File: src/rtl/serial_pkg.sv
// rtl/serial_pkg.sv - shared constants and state encoding for the 7-bit serial link
package serial_pkg;

  localparam int DATA_BITS_DEFAULT = 7;

  localparam logic LINE_IDLE  = 1'b1;
  localparam logic LINE_START = 1'b0;

  typedef enum logic [1:0] {
    ST_IDLE   = 2'd0,
    ST_DATA   = 2'd1,
    ST_PARITY = 2'd2
  } rx_state_e;

endpackage

File: src/rtl/receiver_if.sv
// rtl/receiver_if.sv - valid/ready word handshake between receiver and downstream logic
interface receiver_if
  import serial_pkg::*;
#(
  parameter int DATA_BITS = DATA_BITS_DEFAULT
);

  logic [DATA_BITS-1:0] data_out;
  logic                 valid;
  logic                 ready;

  modport master (output data_out, output valid, input  ready);
  modport slave  (input  data_out, input  valid, output ready);

endinterface

File: src/rtl/receiver.sv
// rtl/receiver.sv - frame receiver: start bit, DATA_BITS LSB-first data bits, even parity
module receiver
  import serial_pkg::*;
#(
  parameter int DATA_BITS = DATA_BITS_DEFAULT
) (
  input  logic          clk,
  input  logic          rstn,
  input  logic          serial_in,
  receiver_if.master    bus,
  output logic          parity_err,
  output logic          overrun,
  output logic          busy
);

  localparam int CNT_W = (DATA_BITS > 1) ? $clog2(DATA_BITS) : 1;
  localparam logic [CNT_W-1:0] LAST_BIT = CNT_W'(DATA_BITS - 1);

  rx_state_e            state_q;
  logic [CNT_W-1:0]     cnt_q;
  logic [DATA_BITS-1:0] shift_q;
  logic [DATA_BITS-1:0] data_q;
  logic                 valid_q;
  logic                 perr_q;
  logic                 ovr_q;
  logic                 busy_q;

  always_ff @(posedge clk or negedge rstn) begin
    if (!rstn) begin
      state_q <= ST_IDLE;
      cnt_q   <= '0;
      shift_q <= '0;
      data_q  <= '0;
      valid_q <= 1'b0;
      perr_q  <= 1'b0;
      ovr_q   <= 1'b0;
      busy_q  <= 1'b0;
    end else begin
      perr_q <= 1'b0;
      ovr_q  <= 1'b0;
      // Consume first; a word completing on this same edge overrides it below.
      if (valid_q && bus.ready) begin
        valid_q <= 1'b0;
      end

      case (state_q)
        ST_IDLE: begin
          if (serial_in == LINE_START) begin
            cnt_q   <= '0;
            state_q <= ST_DATA;
            busy_q  <= 1'b1;
          end
        end

        ST_DATA: begin
          shift_q[cnt_q] <= serial_in;
          if (cnt_q == LAST_BIT) begin
            state_q <= ST_PARITY;
          end else begin
            cnt_q <= cnt_q + 1'b1;
          end
        end

        ST_PARITY: begin
          state_q <= ST_IDLE;
          busy_q  <= 1'b0;
          if ((^shift_q) ^ serial_in) begin
            perr_q <= 1'b1;
          end else if (!valid_q || bus.ready) begin
            data_q  <= shift_q;
            valid_q <= 1'b1;
          end else begin
            ovr_q <= 1'b1;
          end
        end

        default: begin
          state_q <= ST_IDLE;
          busy_q  <= 1'b0;
        end
      endcase
    end
  end

  assign bus.data_out = data_q;
  assign bus.valid    = valid_q;
  assign parity_err   = perr_q;
  assign overrun      = ovr_q;
  assign busy         = busy_q;

endmodule

File: src/flat_wrapper.sv
// flat-port wrapper written by rule: the top's interface ports become plain ports
module receiver_flat import serial_pkg::*;
#(
  parameter int DATA_BITS = DATA_BITS_DEFAULT
)
  (clk, rstn, serial_in, parity_err, overrun, busy, bus_data_out, bus_valid, bus_ready);
  receiver_if #(.DATA_BITS(DATA_BITS)) bus_i ();
  input  logic clk;
  input  logic rstn;
  input  logic serial_in;
  output logic parity_err;
  output logic overrun;
  output logic busy;
  output wire logic [$bits(bus_i.data_out)-1:0] bus_data_out;
  output wire logic [$bits(bus_i.valid)-1:0] bus_valid;
  input wire logic [$bits(bus_i.ready)-1:0] bus_ready;
  assign bus_data_out = bus_i.data_out;
  assign bus_valid = bus_i.valid;
  assign bus_i.ready = bus_ready;
  receiver #(.DATA_BITS(DATA_BITS)) u_core (.clk(clk), .rstn(rstn), .serial_in(serial_in), .bus(bus_i), .parity_err(parity_err), .overrun(overrun), .busy(busy));
endmodule
File: config.mk
export PLATFORM = sky130hd
export DESIGN_NAME = receiver_flat
export DESIGN_NICKNAME = d
export VERILOG_FILES = /design/src/rtl/serial_pkg.sv /design/src/rtl/receiver_if.sv /design/src/rtl/receiver.sv /design/src/flat_wrapper.sv
export SDC_FILE = /design/constraint.sdc
export NUM_CORES = 1
export LEC_CHECK = 0
export ABC_AREA = 1
export CAP_MARGIN = 15
export CORE_ASPECT_RATIO = 0.6
export CORE_MARGIN = 4
export CORE_UTILIZATION = 46
export CTS_CLUSTER_DIAMETER = 200
export CTS_CLUSTER_SIZE = 30
export DETAILED_ROUTE_END_ITERATION = 6
export PLACE_DENSITY = 0.68
export SLEW_MARGIN = 20
export SYNTH_ARGS = -nofsm -noshare
export SYNTH_HDL_FRONTEND = slang
export SYNTH_SLANG_ARGS = --single-unit
File: constraint.sdc
create_clock -name clk -period 3.55 [get_ports clk]
set_input_delay 0.355 -clock clk [delete_from_list [all_inputs] [get_ports clk]]
set_output_delay 0.355 -clock clk [all_outputs]
set_load 0.05 [all_outputs]
== Yosys cells after proc, flatten, opt, wreduce, memory -nomap -nowiden ==
Cells that the tools add are included.

* $add $sub $neg: 1
* Bitwise logic cells: 3
* Mux-type cells: 20
* Eq/ne operators: 6
* Order comparisons: 2
* Reduce and logical (&&, ||, !) cells: 11

{| class="wikitable"
|+ Operator list
! cell !! number
|-
| $mux W1 || 11
|-
| $bwmux W7 || 1
|-
| $reduce_xor A7 Y1 || 1
|-
| $mux W3 || 2
|-
| $pmux W3 S2 || 1
|-
| $reduce_and A3 Y1 || 2
|-
| $lt A3 B4 Y1 const B || 1
|-
| $mux W2 || 2
|-
| $ne A2 B2 Y1 const B || 2
|-
| $pmux W2 S2 || 1
|-
| $reduce_and A2 Y1 || 2
|-
| $add A3 B1 Y3 const B || 1
|-
| $demux W1 S3 || 1
|-
| $eq A3 B3 Y1 const B || 1
|-
| $ge A3 B1 Y1 const B || 1
|-
| $eq A2 B1 Y1 const B || 1
|-
| $eq A2 B2 Y1 const B || 1
|-
| $logic_and A1 B1 Y1 || 2
|-
| $logic_not A2 Y1 || 1
|-
| $ne A2 B1 Y1 const B || 1
|-
| $not A1 Y1 || 2
|-
| $pmux W1 S2 || 1
|-
| $reduce_bool A2 Y1 || 1
|-
| $logic_not A1 Y1 || 1
|-
| 2 further kinds || 2
|}

* Output and inout port bits: 11
* Logic and storage cells: 51
* Bits in registers: 23

== Depth between registers and ports, before layout ==
* Depth after elaboration: 5
* Depth in mapped cells: 10

== Worst setup path before layout ==
OpenSTA, ideal clock, no wires.

* Path kind: register to register
* From: register u_core.valid_q (netlist: u_core.bus.valid)
* To: register u_core.data_q[0] (netlist: u_core.bus.data_out[0])
* Buffers on the path: 0
* Clock period less this slack: 1.294 ns
* Slack: 2.256 ns
* Arrival time: 1.174 ns
* Stages on the path, launching flop included: 5
* Cells stage by stage: dfrtp_1 -> nand2_1 -> nand4_2 -> nand2_1 -> nand2_1

* Cells in the longest elaborated chain, start to end: 3

{| class="wikitable"
|+ Ends and longest elaborated chain
! item !! RTL line !! text
|-
| from (decl) || receiver.sv:23 || <nowiki>logic valid_q;</nowiki>
|-
| from (signal assigned) || receiver.sv:34 || <nowiki>valid_q <= 1'b0;</nowiki>
|-
| from (signal assigned) || receiver.sv:43 || <nowiki>valid_q <= 1'b0;</nowiki>
|-
| from (signal assigned) || receiver.sv:71 || <nowiki>valid_q <= 1'b1;</nowiki>
|-
| $logic_not A1 Y1 || receiver.sv:69 || <nowiki>end else if (!valid_q || bus.ready) begin</nowiki>
|-
| $logic_or A1 B1 Y1 || receiver.sv:69 ||
|-
| $reduce_and A3 Y1 (no line) || - ||
|-
| to (signal assigned) || receiver.sv:70 || <nowiki>data_q <= shift_q;</nowiki>
|-
| to (decl) || receiver.sv:22 || <nowiki>logic [DATA_BITS-1:0] data_q;</nowiki>
|}

Every way passes these cells.
A chain may end at the register's enable or synchronous reset.

== Worst setup path in the final report ==
* From: register u_core.data_q[4] (netlist: u_core.bus.data_out[4])
* To: output port bus_data_out[4]

{| class="wikitable"
|+ RTL lines
! item !! RTL line !! text
|-
| to (decl) || flat_wrapper.sv:14 || <nowiki>output wire logic [$bits(bus_i.data_out)-1:0] bus_data_out;</nowiki>
|}

No word-level cell between the ends.

==> metrics.csv <==
metric;value;unit
cts_tree;built;
power.density;1070;nW/um2
syn_area_per_cell;8.46;um2
clk_latency;0.26;ns
crit_required;3.19;ns
die_h;47.2;um
synth-edff-count;0;
ys_types;26;
total_power;1.50;mW
grt_max_degree;24;
vias;953;
hpwl;1660;um
htree_levels;1;
worst_hold_slack;0.0586;ns
wl_met2;944;um
syn_area;1180;um2
fp-row-count;13;
relSlewSlack;0.654;
p_sw;746;uW
p_leak;0.702;nW
synth_top_flop_cell;dfrtp_1;
syn-num-nets;145;
clock-sinks;23;
synthTopCellsByArea;dfrtp_1, nand2_1, inv_1;
crit_type;reg2out;
swShare;0.498;
critPathBufInv;1;
hold_viol;0;
cts_resized;0;
dr_wl_met3;102;um
period_share;0.502;
synth-seq-cells;23;
ff2ff_path_depth;6;
drtIter0Drc;56;
die_area;3460;um2
drive_above_1_share;0.146;
cp.arrival;1.43;ns
diodes;0;
antenna_found_initial;0;
peakVddDrop;477;uV
drv_slew;0;
port_buffers;14;
rsz0062_at_grt;no;
pwr-share-seq;0.321;
synth_cells;139;
wl_per_cell;11.5;um
grt_pass1_wl;3820;um
synthArstFlopShare;1.00;
drt-total-wl;2160;um
synth_top_area_share;0.489;
fin_skew;0.00320;ns
gr-total-overflow;0;
top_layer_used;met4;
outcome;complete, no violations;
postCtsHoldBufs;0;
cp_slowest_cell;clkdlybuf4s50_1;
start_util;0.513;
grt_pass1_vias;811;
root_buffer;clkbuf_8;
cts-buffers-inserted;3;
max_freq;561;MHz
area_growth;18.6;%
fp.coreArea;2290;um2
crit_family;buffers and inverters;
fin_crit;1.78;ns
synthTopCellsByCount;nand2_1, dfrtp_1, inv_1, nor2_1, nand4_1;
die_w;73.3;um
finalSetupTns;0;ns
max_stage_delay;0.81;ns
critPathMaxFanout;2;
grtUsageTotal;0.149;
drv_cap;0;
synth_top_cell_by_area;dfrtp_1;
ys_seq_area_frac;0.489;
gp_congestion;0.796;
ctsLongestPathBuffers;2;
drc_errors;0;
post_cts_buffers;0;
setup.worst_path.end_class;primary output;
pin_count;15;
finalNetCount;164;
pwr-share-clk;0.106;
crit_chain;clkdlybuf4s50_1;
crit_cells;1;
ys_warn_count;0;
p_int;752;uW
setup_viol;0;
synth.most_common_cell;nand2_1;
start_kind;flop;
worst_pin_slew;0.519;ns
worst_hold_path_type;in2async;
comb_power_share;0.573;
first_pass_iters;7;
wl_met1;1100;um
clk_pin_slew;0.08;ns
avgViaCountPerCell;5.10;
postRouteAntennaNets;0;
==> cells by family (layout without fill, tap and decap cells) <==
logic type                 Yosys count  count (layout)  share of synthesized area
DFF                                 23              23                      0.489
xor gates and xnor gates             2               2                     0.0149
AOI/OAI and AO/OA                   14              14                     0.0723
adders and majority gates            2               2                     0.0213
and+or+nand+nor                     78              78                      0.336
buffers and inverters               20              38                     0.0660
==> state kept, by name (all words and copies together), names as in the netlist <==
register,count
u_core.cnt_q,3
u_core.bus.valid,1
u_core.busy,1
u_core.state_q,2
u_core.overrun,1
u_core.bus.data_out,7
u_core.shift_q,7
u_core.parity_err,1
==> stage by stage <==
| step | util | cell area (um2) | setup WS [ns] | instances |
|---|---|---|---|---|
| after floorplan | - | 1180 | 2.26 | 139 |
| after global placement | 0.590 | 1350 | 1.66 | 183 |
| after detailed placement | 0.590 | 1350 | 1.59 | 183 |
| after CTS | 0.610 | 1400 | 1.75 | 187 |
| after global routing | 0.608 | 1400 | 1.70 | 187 |
| final | 0.608 | 1400 | 1.77 | 187 |
==> cell type report <==
| cell class | count | area, um2 |
|---|---|---|
| fill | 183 | 898 |
| clock buffer | 3 | 41.3 |
| sequential | 23 | 576 |
| inverter | 20 | 77.6 |
| multi-input combinational | 96 | 523 |
| clock inverter | 1 | 5.00 |
| tap | 30 | 37.5 |
| timing repair buffer | 14 | 135 |
==> placed cells by master (no fill, tap or decap), types with 2 or more instances in the layout <==
cell,netlist,layout
inv_2,2,2
nor3_1,3,3
nand2_1,41,41
a21oi_1,2,2
nand3_1,4,4
nand2_4,3,3
ha_1,2,2
inv_1,16,16
dfrtp_1,23,23
o21ai_0,5,5
nor2_1,10,10
o21ai_1,3,3
a31oi_1,2,2
nand4_1,7,7
clkbuf_8,0,3
clkdlybuf4s50_1,0,13
nand2_2,5,5
==> per-layer routing <==
metal | vias to the layer above | global-route usage
met5 | - | 0
met4 | 0 | 0.0331
met3 | 2 | 0.0470
met2 | 14 | 0.210
met1 | 451 | 0.222
li1 | 486 | -
==> worst paths after layout <==
kind                                          end                    from  slack (ns)
max                               bus_data_out[4]  u_core.bus.data_out[4]        1.77
min                             u_core.parity_err                    rstn        0.06
max in group asynchronous       u_core.shift_q[2]                    rstn        3.14
min reg2reg                u_core.bus.data_out[3]  u_core.bus.data_out[3]        0.49
max reg2reg                     u_core.shift_q[6]       u_core.state_q[1]        2.07
min in group clk           u_core.bus.data_out[3]  u_core.bus.data_out[3]        0.49
==> power by group through the flow <==
| stage | Sequential, mW | Clock, mW | Combinational [mW] |
|---|---|---|---|
| final | 0.481 | 0.158 | 0.859 |
| after floorplan | 0.617 | 0 | 0.533 |
| after global placement | 0.483 | 0 | 0.851 |
| after global routing | 0.503 | 0.178 | 0.959 |
| after detailed placement | 0.486 | 0 | 0.864 |
| after CTS | 0.480 | 0.164 | 0.869 |
Note: power is estimated with default switching activity, not from simulation.
